==> src/rtl/axi_rd_pkg.sv <==
// Shared constants and FSM state type for the AXI4 read burst master.
package axi_rd_pkg;

    localparam logic [1:0] BURST_INCR  = 2'b01;
    localparam logic [1:0] RESP_OKAY   = 2'b00;
    localparam logic [1:0] RESP_SLVERR = 2'b10;
    localparam logic [1:0] RESP_DECERR = 2'b11;

    localparam int AXI_4K_BYTES = 4096;

    typedef enum logic {
        IDLE = 1'b0,
        RUN  = 1'b1
    } state_e;

endpackage

==> src/rtl/axi_rd_burst_calc.sv <==
// Next burst length: min(remaining beats, MAX_BURST, beats left before the 4 KB page end).
module axi_rd_burst_calc
    import axi_rd_pkg::*;
#(
    parameter int LEN_WIDTH = 16,
    parameter int MAX_BURST = 16,
    parameter int BYTES     = 16
) (
    input  logic [LEN_WIDTH-1:0] ar_rem_i,
    input  logic [11:0]          addr_lo_i,
    output logic [8:0]           burst_o,
    output logic [7:0]           arlen_o
);

    localparam int SIZE = $clog2(BYTES);

    logic [12:0] bytes_to_4k;
    logic [12:0] beats_to_4k;
    logic [31:0] rem_w;
    logic [31:0] cap;

    always_comb begin
        bytes_to_4k = 13'(AXI_4K_BYTES) - {1'b0, addr_lo_i};
        beats_to_4k = bytes_to_4k >> SIZE;
        rem_w       = 32'(ar_rem_i);
        cap         = 32'(MAX_BURST);
        if (32'(beats_to_4k) < cap) begin
            cap = 32'(beats_to_4k);
        end
        if (rem_w < cap) begin
            cap = rem_w;
        end
        burst_o = 9'(cap);
        // Don't-care when nothing remains; arvalid is low then.
        arlen_o = 8'(cap - 32'd1);
    end

endmodule

==> src/rtl/axi_rd_burst_master.sv <==
// AXI4 read master: splits (addr, beats) commands into INCR bursts and streams R data out.
// Optional build macro AXI_RD_PERF_CNT_EN adds busy/stall cycle counters.
//
// state | meaning
// IDLE  | waiting for a command, cmd_ready high
// RUN   | issuing AR bursts and forwarding R beats until the last beat
module axi_rd_burst_master
    import axi_rd_pkg::*;
#(
    parameter int DATA_WIDTH      = 128,
    parameter int ADDR_WIDTH      = 32,
    parameter int ID_WIDTH        = 4,
    parameter int LEN_WIDTH       = 16,
    parameter int MAX_BURST       = 16,
    parameter int MAX_OUTSTANDING = 4,
    parameter int AXI_ID          = 0
) (
    input  logic                  clk,
    input  logic                  rst,
    input  logic                  cmd_valid,
    output logic                  cmd_ready,
    input  logic [ADDR_WIDTH-1:0] cmd_addr,
    input  logic [LEN_WIDTH-1:0]  cmd_len,
    output logic                  busy,
    output logic                  done,
    output logic                  err,
    output logic                  m_axi_arvalid,
    output logic [ID_WIDTH-1:0]   m_axi_arid,
    output logic [ADDR_WIDTH-1:0] m_axi_araddr,
    output logic [7:0]            m_axi_arlen,
    output logic [1:0]            m_axi_arburst,
    output logic [2:0]            m_axi_arsize,
    output logic [3:0]            m_axi_arcache,
    output logic [2:0]            m_axi_arprot,
    output logic                  m_axi_arlock,
    input  logic                  m_axi_arready,
    input  logic                  m_axi_rvalid,
    input  logic [ID_WIDTH-1:0]   m_axi_rid,
    input  logic [DATA_WIDTH-1:0] m_axi_rdata,
    input  logic                  m_axi_rlast,
    input  logic [1:0]            m_axi_rresp,
    output logic                  m_axi_rready,
    output logic                  m_valid,
    output logic [DATA_WIDTH-1:0] m_data,
    output logic                  m_last,
    input  logic                  m_ready
`ifdef AXI_RD_PERF_CNT_EN
    ,
    output logic [31:0]           perf_busy_cyc,
    output logic [31:0]           perf_stall_cyc
`endif
);

    localparam int BYTES = DATA_WIDTH / 8;
    localparam int SIZE  = $clog2(BYTES);
    localparam int OUT_W = $clog2(MAX_OUTSTANDING + 1);

    state_e                 state_q;
    logic [ADDR_WIDTH-1:0]  addr_q;
    logic [ADDR_WIDTH-1:0]  addr_d;
    logic [LEN_WIDTH-1:0]   ar_rem_q;
    logic [LEN_WIDTH-1:0]   r_rem_q;
    logic [OUT_W-1:0]       outst_q;
    logic                   err_q;
    logic                   done_q;

    logic       run;
    logic       ar_hs;
    logic       r_hs;
    logic       rlast_hs;
    logic [8:0] burst;
    logic [7:0] arlen;
    logic       unused_rid;

    axi_rd_burst_calc #(
        .LEN_WIDTH (LEN_WIDTH),
        .MAX_BURST (MAX_BURST),
        .BYTES     (BYTES)
    ) u_calc (
        .ar_rem_i  (ar_rem_q),
        .addr_lo_i (addr_q[11:0]),
        .burst_o   (burst),
        .arlen_o   (arlen)
    );

    // Only one ID is ever issued, so rid carries no information.
    assign unused_rid = ^m_axi_rid;

    assign run      = (state_q == RUN);
    assign addr_d   = addr_q + (ADDR_WIDTH'(burst) << SIZE);
    assign ar_hs    = m_axi_arvalid && m_axi_arready;
    assign r_hs     = run && m_axi_rvalid && m_ready;
    assign rlast_hs = r_hs && m_axi_rlast;

    assign cmd_ready = !run && !rst;
    assign busy      = run;
    assign done      = done_q;
    assign err       = err_q;

    assign m_axi_arvalid = run && (ar_rem_q != '0) && (outst_q < OUT_W'(MAX_OUTSTANDING));
    assign m_axi_arid    = ID_WIDTH'(AXI_ID);
    assign m_axi_araddr  = addr_q;
    assign m_axi_arlen   = arlen;
    assign m_axi_arburst = BURST_INCR;
    assign m_axi_arsize  = 3'(SIZE);
    assign m_axi_arcache = 4'b0011;
    assign m_axi_arprot  = 3'b000;
    assign m_axi_arlock  = 1'b0;

    // Unbuffered R pass-through, gated so nothing leaks out while idle or in reset.
    assign m_axi_rready = run && m_ready;
    assign m_valid      = run && m_axi_rvalid;
    assign m_data       = run ? m_axi_rdata : '0;
    assign m_last       = m_valid && (r_rem_q == LEN_WIDTH'(1));

    always_ff @(posedge clk or posedge rst) begin
        if (rst) begin
            state_q  <= IDLE;
            addr_q   <= '0;
            ar_rem_q <= '0;
            r_rem_q  <= '0;
            outst_q  <= '0;
            err_q    <= 1'b0;
            done_q   <= 1'b0;
        end else begin
            done_q <= 1'b0;
            case (state_q)
                IDLE: begin
                    if (cmd_valid) begin
                        err_q <= 1'b0;
                        if (cmd_len == '0) begin
                            done_q <= 1'b1;
                        end else begin
                            addr_q   <= cmd_addr;
                            ar_rem_q <= cmd_len;
                            r_rem_q  <= cmd_len;
                            outst_q  <= '0;
                            state_q  <= RUN;
                        end
                    end
                end
                RUN: begin
                    if (ar_hs) begin
                        addr_q   <= addr_d;
                        ar_rem_q <= ar_rem_q - LEN_WIDTH'(burst);
                    end
                    if (ar_hs && !rlast_hs) begin
                        outst_q <= outst_q + OUT_W'(1);
                    end else if (!ar_hs && rlast_hs && outst_q != '0) begin
                        outst_q <= outst_q - OUT_W'(1);
                    end
                    if (r_hs) begin
                        r_rem_q <= r_rem_q - LEN_WIDTH'(1);
                        if (m_axi_rresp != RESP_OKAY) begin
                            err_q <= 1'b1;
                        end
                        if (r_rem_q == LEN_WIDTH'(1)) begin
                            state_q <= IDLE;
                            done_q  <= 1'b1;
                        end
                    end
                end
                default: state_q <= IDLE;
            endcase
        end
    end

`ifdef AXI_RD_PERF_CNT_EN
    logic [31:0] busy_cyc_q;
    logic [31:0] stall_cyc_q;

    always_ff @(posedge clk or posedge rst) begin
        if (rst) begin
            busy_cyc_q  <= '0;
            stall_cyc_q <= '0;
        end else if (cmd_valid && cmd_ready) begin
            busy_cyc_q  <= '0;
            stall_cyc_q <= '0;
        end else begin
            if (run && busy_cyc_q != '1) begin
                busy_cyc_q <= busy_cyc_q + 32'd1;
            end
            if (m_valid && !m_ready && stall_cyc_q != '1) begin
                stall_cyc_q <= stall_cyc_q + 32'd1;
            end
        end
    end

    assign perf_busy_cyc  = busy_cyc_q;
    assign perf_stall_cyc = stall_cyc_q;
`endif

endmodule

==> config.mk <==
export PLATFORM = sky130hd
export DESIGN_NAME = axi_rd_burst_master
export DESIGN_NICKNAME = d
export VERILOG_FILES = /design/src/rtl/axi_rd_pkg.sv /design/src/rtl/axi_rd_burst_calc.sv /design/src/rtl/axi_rd_burst_master.sv
export SDC_FILE = /design/constraint.sdc
export NUM_CORES = 1
export LEC_CHECK = 0
export BUFFER_PORTS_ARGS = -buffer_cell sky130_fd_sc_hd__buf_2
export CORE_AREA = 5 5 146 148
export CTS_CLUSTER_DIAMETER = 50
export DETAILED_ROUTE_END_ITERATION = 10
export DIE_AREA = 0 0 151 153
export GPL_ROUTABILITY_DRIVEN = 1
export PLACE_DENSITY = 0.69
export SLEW_MARGIN = 20
export SYNTH_ARGS = -nofsm -noshare
export SYNTH_HDL_FRONTEND = slang
export SYNTH_SLANG_ARGS = --single-unit
export TNS_END_PERCENT = 20
==> constraint.sdc <==
create_clock -name clk -period 7.2 [get_ports clk]
set_clock_uncertainty 0.15 [all_clocks]
set_input_delay 1.8 -clock clk [delete_from_list [all_inputs] [get_ports clk]]
set_output_delay 1.8 -clock clk [all_outputs]
set_load 0.01 [all_outputs]
==> impl_metrics.yaml, run 1 <==
layout:
  fillers: 2126
  final_cells: 1487
  layout-drive-gt1-share_pct: 35.1
  layout.nets: 1418
  syn_to_final_growth_pct: 34.0
clocking:
  cts.repair.resized: 0
  cts_buffer_depth: 2
  insertion_delay_ps: 350
  htreeDepth: 3
  cts_hold_buffers: 0
  numCtsBuffers: 9
  cts_sinks: 70
  cts_tree: "yes"
  cts.clk_slew.worst_paths_ps: 60
  postCtsSetupBuffers: 0
  cts-root-buf: "clkbuf_16"
sta:
  setup_viol: 0
  period_minus_slack_ps: 6610
  fin_tns_setup_ps: 0
  finalMaxSlewViolations: 0
  maxSlewHeadroom_pct: 35.2
  hold_viol_final: 0
  fmax_mhz: 151
  rsz0062_at_grt: "no"
  tightest_slew_ps: 972
  period_share_pct: 91.9
  timing.final.ws_setup_ps: 586
placed_design:
  pre_cts_slack_ps: 989
  portBuffers: 360
  dp_cells: 1467
  dp_hpwl_mm: 28.3
  place_congestion: 0.968
drt:
  wl_per_cell_um: 23.0
  drt-vias-per-instance: 5.43
  vias: 8078
  drc: 0
  first_pass_iters: 6
  drt-total-wl_mm: 34.3
  drtAntennaViolNets: 0
  drt_iter0_markers: 661
pwr:
  powerDensity_nw_per_um2: 317
  leakage_uw: 0.00423
  worst_ir_drop_vdd_mv: 0.145
critical_path:
  end_kind: "output pin"
  worstSetupPathType: "reg2out"
  path_max_fanout: 8
  cp-startpoint: "m_axi_araddr[3]"
  reg2reg_from: "m_axi_araddr[3]"
  crit_arrival_ps: 4660
  cp_slowest_cell: "nor4_1"
  crit_chain: "nor4_1 > and4_1 > nor2_1 > buf_4 > ha_1 > nand3_1 > a31oi_1 > or3_1 > nor2_2 > or3_1 > o21ai_0 > inv_1 > ha_1 > nand2_1 > xnor2_1 > buf_2"
  max_stage_delay_ps: 750
  start_kind: "flop"
  critPathRequiredTime_ps: 5250
grt:
  track_usage_pct: 28.7
  grt_pass1_vias: 7498
  grt_antenna_before_repair: 25
  grt_pass1_wl_mm: 49.7
  grt_max_degree: 113
  gr-total-overflow: 0
synthesis:
  ys_ff_latch: 70
  synth_area_leaders: "dfrtp_1, and2_1, nand2_1, a21oi_1, ha_1"
  synth.largest_area_cell: "dfrtp_1"
  synth_top_family_by_area: "simple AND/OR/NAND/NOR gates"
  yosys_warnings: 0
  synth_compound_area_share_pct: 23.5
  syn_area_um2: 6650
  synthMuxAreaShare_pct: 2.62
  synth-main-ff-cell: "dfrtp_1"
  syn-instance-count: 879
  yosysUniqueCellTypes: 75
  synth-simple-area-share_pct: 34.1
  synth_edf_count: 0
  seq_area_frac_synth_pct: 26.3
  syn_area_per_cell_um2: 7.57
  synthArstFlopShare_pct: 100
  synth_fa_ha_area_share_pct: 4.37
  yosysTopAreaCellShare_pct: 26.3
  synth_xor_area_share_pct: 2.50
floorplanning:
  die_h_um: 153
  core_area_um2: 19900
  rows: 52
  start_util_pct: 33.4
  design.die.area_um2: 23100
  die_w_um: 151
  boundaryPins: 382
job:
  drv_cap: 0
hold_path:
  min-delay-start: "outst_q[0]"
  hold_class: "reg2reg"
run_status:
  status: "complete, no violations"
worst max-delay path, delay by kind of cell (launching register included):
family / cells / cell delay, ps
buffers and inverters: 3 / 470
AOI/OAI and AO/OA: 2 / 580
and+or+nand+nor: 8 / 2120
adders and majority gates: 2 / 590
xor gates and xnor gates: 1 / 150
DFF: 1 / 400
Yosys cell counts, drive strengths merged, types with 4 or more instances:
| cell | count |
|---|---|
| or4 | 4 |
| a21oi | 57 |
| mux2i | 14 |
| nand4 | 5 |
| o22ai | 22 |
| nand3 | 38 |
| a311oi | 6 |
| nand3b | 4 |
| a211oi | 11 |
| and3 | 18 |
| or2 | 4 |
| o21ai | 51 |
| nand2 | 87 |
| nor2b | 4 |
| o31ai | 9 |
| dfrtp | 70 |
| o311ai | 5 |
| o211ai | 7 |
| a22oi | 12 |
| nor3 | 28 |
| a31oi | 9 |
| clkbuf | 53 |
| nor2 | 57 |
| nor4 | 9 |
| o221a | 8 |
| ha | 20 |
| and4 | 4 |
| buf | 22 |
| a21o | 8 |
| or3 | 13 |
| inv | 21 |
| xnor2 | 17 |
| and2 | 140 |
stage by stage:
| stage | util (%) | total power [µW] | area [µm²] | hold slack, ps |
|---|---|---|---|---|
| after floorplan | - | 1820 | 6720 | 308 |
| after global placement | 43.3 | 2360 | 8620 | 333 |
| after detailed placement | 43.3 | 2390 | 8620 | 346 |
| after CTS | 44.7 | 2820 | 8900 | 355 |
| after global routing | 44.7 | 3060 | 8910 | 386 |
| final | 44.8 | 2830 | 8910 | 359 |
power by group:
part / leakage [µW] / switching (µW) / internal (µW)
registers: 0.000824 / 211 / 524
logic: 0.00327 / 987 / 682
clock network: 0.000131 / 190 / 234
path summary, 6_finish.rpt:
| kind | end | slack, ps | depth (start not counted) |
|---|---|---|---|
| worst max-delay path | m_axi_arlen[6] | 590 | 16 |
| worst min-delay path | outst_q[0] | 360 | 1 |
| worst max register to register | ar_rem_q[14] | 1080 | 21 |
| worst min register to register | outst_q[0] | 360 | 1 |
| max in group asynchronous | busy | 4550 | 3 |
| min in group asynchronous | m_axi_araddr[1] | 1600 | 3 |
layer usage:
metal / share of wire, % / global-route usage [%] / wire [µm] / up-vias
met5: 0.39 / 0 / 135 / -
met2: 47 / 45.9 / 16000 / 380
met4: 1.6 / 5.14 / 536 / 22
met1: 41 / 39.1 / 14200 / 3835
li1: - / - / - / 3787
met3: 9.8 / 8.20 / 3350 / 54
registers in the layout (all words and copies together) (netlist names):
| register | flops |
|---|---|
| busy | 1 |
| done | 1 |
| err | 1 |
| outst_q | 3 |
| m_axi_araddr | 32 |
| r_rem_q | 16 |
| ar_rem_q | 16 |
logic make-up after synthesis:
family                   after synthesis
AND/OR/NAND/NOR                      422
AO/OA/AOI/OAI                        230
buffers and inverters                 96
adder cells (fa/ha/maj)               23
other                                  2
XOR/XNOR                              19
multiplexers                          17
flip-flops                            70
layout make-up:
type / instances / area, µm² / share of cell area, %
Antenna cell: 4 / 10.0 / 0.112
Clock buffer: 9 / 225 / 2.53
Clock inverter: 7 / 51.3 / 0.576
Inverter: 21 / 78.8 / 0.885
Multi-Input combinational cell: 732 / 4550 / 51.0
Sequential cell: 70 / 1760 / 19.7
Tap cell: 270 / 338 / 3.79
Timing Repair Buffer: 374 / 1910 / 21.4
cells in the final DEF (no fill, tap or decap), types with 5 or more instances in the layout:
cell type,netlist,layout
a21o_1,8,8
o221a_2,8,8
nand4_1,5,5
xnor2_1,17,17
a21oi_1,56,55
a31oi_1,9,9
conb_1,2,21
buf_4,17,14
a311oi_1,6,6
nor4_1,8,8
o31ai_1,7,7
o22ai_1,22,21
mux2i_1,14,14
nand2_1,87,87
dfrtp_1,70,69
buf_2,2,360
o21ai_0,45,45
nor2_1,56,56
clkbuf_16,0,9
inv_1,21,20
a211oi_1,10,10
ha_1,20,20
nand3_1,38,38
nor3_1,27,27
o211ai_1,7,7
or3_1,12,12
and3_1,18,18
o21ai_1,5,5
and2_1,140,140
a22oi_1,12,12
No activity file was read; power rests on OpenSTA's default activity.
==> run 2, diff against run 1 <==
--- a/config.mk
+++ b/config.mk
@@ -12,6 +12,8 @@
 export DIE_AREA = 0 0 151 153
 export GPL_ROUTABILITY_DRIVEN = 1
 export PLACE_DENSITY = 0.69
+export RECOVER_POWER = 100
+export REMOVE_ABC_BUFFERS = 1
 export SLEW_MARGIN = 20
 export SYNTH_ARGS = -nofsm -noshare
 export SYNTH_HDL_FRONTEND = slang
==> impl_metrics.yaml, run 2 (synthesis gave the netlist of run 1 again) <==
run_status:
  status: "finished, violations left"
  violations: "max-capacitance violations, max-slew violations"
sta:
  finalMaxSlewViolations: 273
  setup_viol: 0
  hold_viol_final: 0
  tightest_slew_ps: 4000
  rsz0062_at_grt: "no"
  hold_ws_ps: 347
  fmax_mhz: 150
  fin_tns_setup_ps: 0
  period_minus_slack_ps: 6660
  maxSlewHeadroom_pct: -167
  period_share_pct: 92.5
layout:
  multi_input_area_um2: 4480
  seq_area_um2: 1750
  layout.nets: 1418
  utilization_pct: 43.8
  layout_commonest_cell: "buf_2"
  fillers: 2161
  layout-drive-gt1-share_pct: 22.8
  final_cell_mix: "buf_2, clkbuf_1, and2_1"
  largest_reg_flops: 32
  syn_to_final_growth_pct: 31.1
placed_design:
  portBuffers: 360
  dp_hpwl_mm: 25.8
  place_congestion: 0.969
critical_path:
  worstSetupPathType: "reg2out"
  end_kind: "output pin"
  crit_chain: "clkbuf_1 > nand4_1 > a31oi_1 > ha_1 > a21oi_1 > a31oi_1 > nor3_4 > nand2_1 > o21ai_0 > inv_1 > ha_1 > nand3_1 > xor2_1 > buf_2"
  start_kind: "flop"
  max_stage_delay_ps: 780
  cp_slowest_cell: "a31oi_1"
  rrSetupSlack_ps: 720
  critPathTopFamily: "compound AO/OA/AOI/OAI gates"
  cp_num_buf_inv: 3
  crit_arrival_ps: 4710
  critPathRequiredTime_ps: 5250
  path_max_fanout: 11
  rr_worst_depth: 19
  crit_cells: 14
clocking:
  cts.clk_slew.worst_paths_ps: 60
  cts_buffer_depth: 2
  cts-root-buf: "clkbuf_16"
  cts_hold_buffers: 0
  htreeDepth: 3
  cts_tree: "yes"
  insertion_delay_ps: 350
  postCtsSetupBuffers: 0
  cts.repair.resized: 0
  cts_sinks: 70
  numCtsBuffers: 9
pwr:
  worst_ir_drop_vdd_mv: 0.158
  leakage_uw: 0.00386
  powerDensity_nw_per_um2: 327
drt:
  wl_per_cell_um: 21.4
  first_pass_iters: 5
  drt-total-wl_mm: 31.8
  drc: 0
  drtAntennaViolNets: 0
  drt-vias-per-instance: 5.35
  drt_iter0_markers: 577
  vias: 7941
grt:
  track_usage_pct: 26.6
  grt_max_degree: 106
  gr-total-overflow: 0
  grt_pass1_vias: 7567
  grt_pass1_wl_mm: 47.1
  grt_antenna_before_repair: 9
floorplanning:
  core_area_um2: 19900
  design.die.area_um2: 23100
  rows: 52
  die_h_um: 153
  die_w_um: 151
  boundaryPins: 382
  start_util_pct: 33.4
job:
  drv_cap: 3
hold_path:
  hold_class: "reg2reg"
  whs_path_depth: 1
==> run 2: changes by cell type in the layout (fill, tap and decap cells not counted), sizes merged <==
cell,before,now
bufinv,0,2
clkbuf,9,149
diode,4,2
buf,374,238
clkinv,5,1
clkinvlp,2,0
==> run 2: final timing paths <==
check / end / startpoint
setup / recovery: m_axi_arlen[4] / m_axi_araddr[8]
hold / removal: err / err
setup reg to reg: m_axi_araddr[16] / m_axi_araddr[8]
hold reg to reg: err / err
max in group asynchronous: m_axi_araddr[2] / rst
min in group asynchronous: r_rem_q[3] / rst
==> run 2: layout make-up <==
| cell class | count | area share [%] |
|---|---|---|
| Inverter | 21 | 0.904 |
| Clock inverter | 3 | 0.746 |
| Antenna cell | 2 | 0.0574 |
| Timing Repair Buffer | 374 | 19.8 |
| Tap cell | 270 | 3.88 |
| Multi-Input combinational cell | 732 | 51.4 |
| Sequential cell | 70 | 20.1 |
| Clock buffer | 13 | 3.10 |
==> run 2: per-stage QoR <==
step,worst slack [ps],instances,power [µW],area [µm²]
2_1_floorplan,407,823,1780,6370
3_3_place_gp,1010,1467,2360,8620
3_5_place_dp,920,1467,2390,8620
4_1_cts,542,1483,2900,8960
5_1_grt,162,1485,3090,8720
6_report,540,1485,2850,8720
==> run 2: power breakdown <==
group	switching, µW	internal, µW
Combinational	954	640
Sequential	222	523
Clock	179	332
==> run 2: worst reg2reg max path, cell delays in order (launching register included) <==
cell and delay (ps):
dfrtp_1 320, clkbuf_1 360, nand4_1 360, a31oi_1 780, ha_1 410, a21oi_1 150, a31oi_1 160, or3_1 330
buf_4 180, nor2_1 120, or3_1 120, o21ai_0 270, ha_1 340, ha_1 190, o31ai_1 510, a2111oi_2 210
o31ai_2 520, a21boi_0 310, a311oi_1 360, a311oi_1 80
==> run 2: per-layer routing <==
metal	share of wire (%)	GRT usage [%]	vias up	wire [µm]
li1	-	-	3771	-
met1	41	34.4	3817	13100
met2	50	45.3	329	15700
met3	8.2	7.02	22	2590
met4	1.1	4.15	2	341
met5	0.035	0	-	11
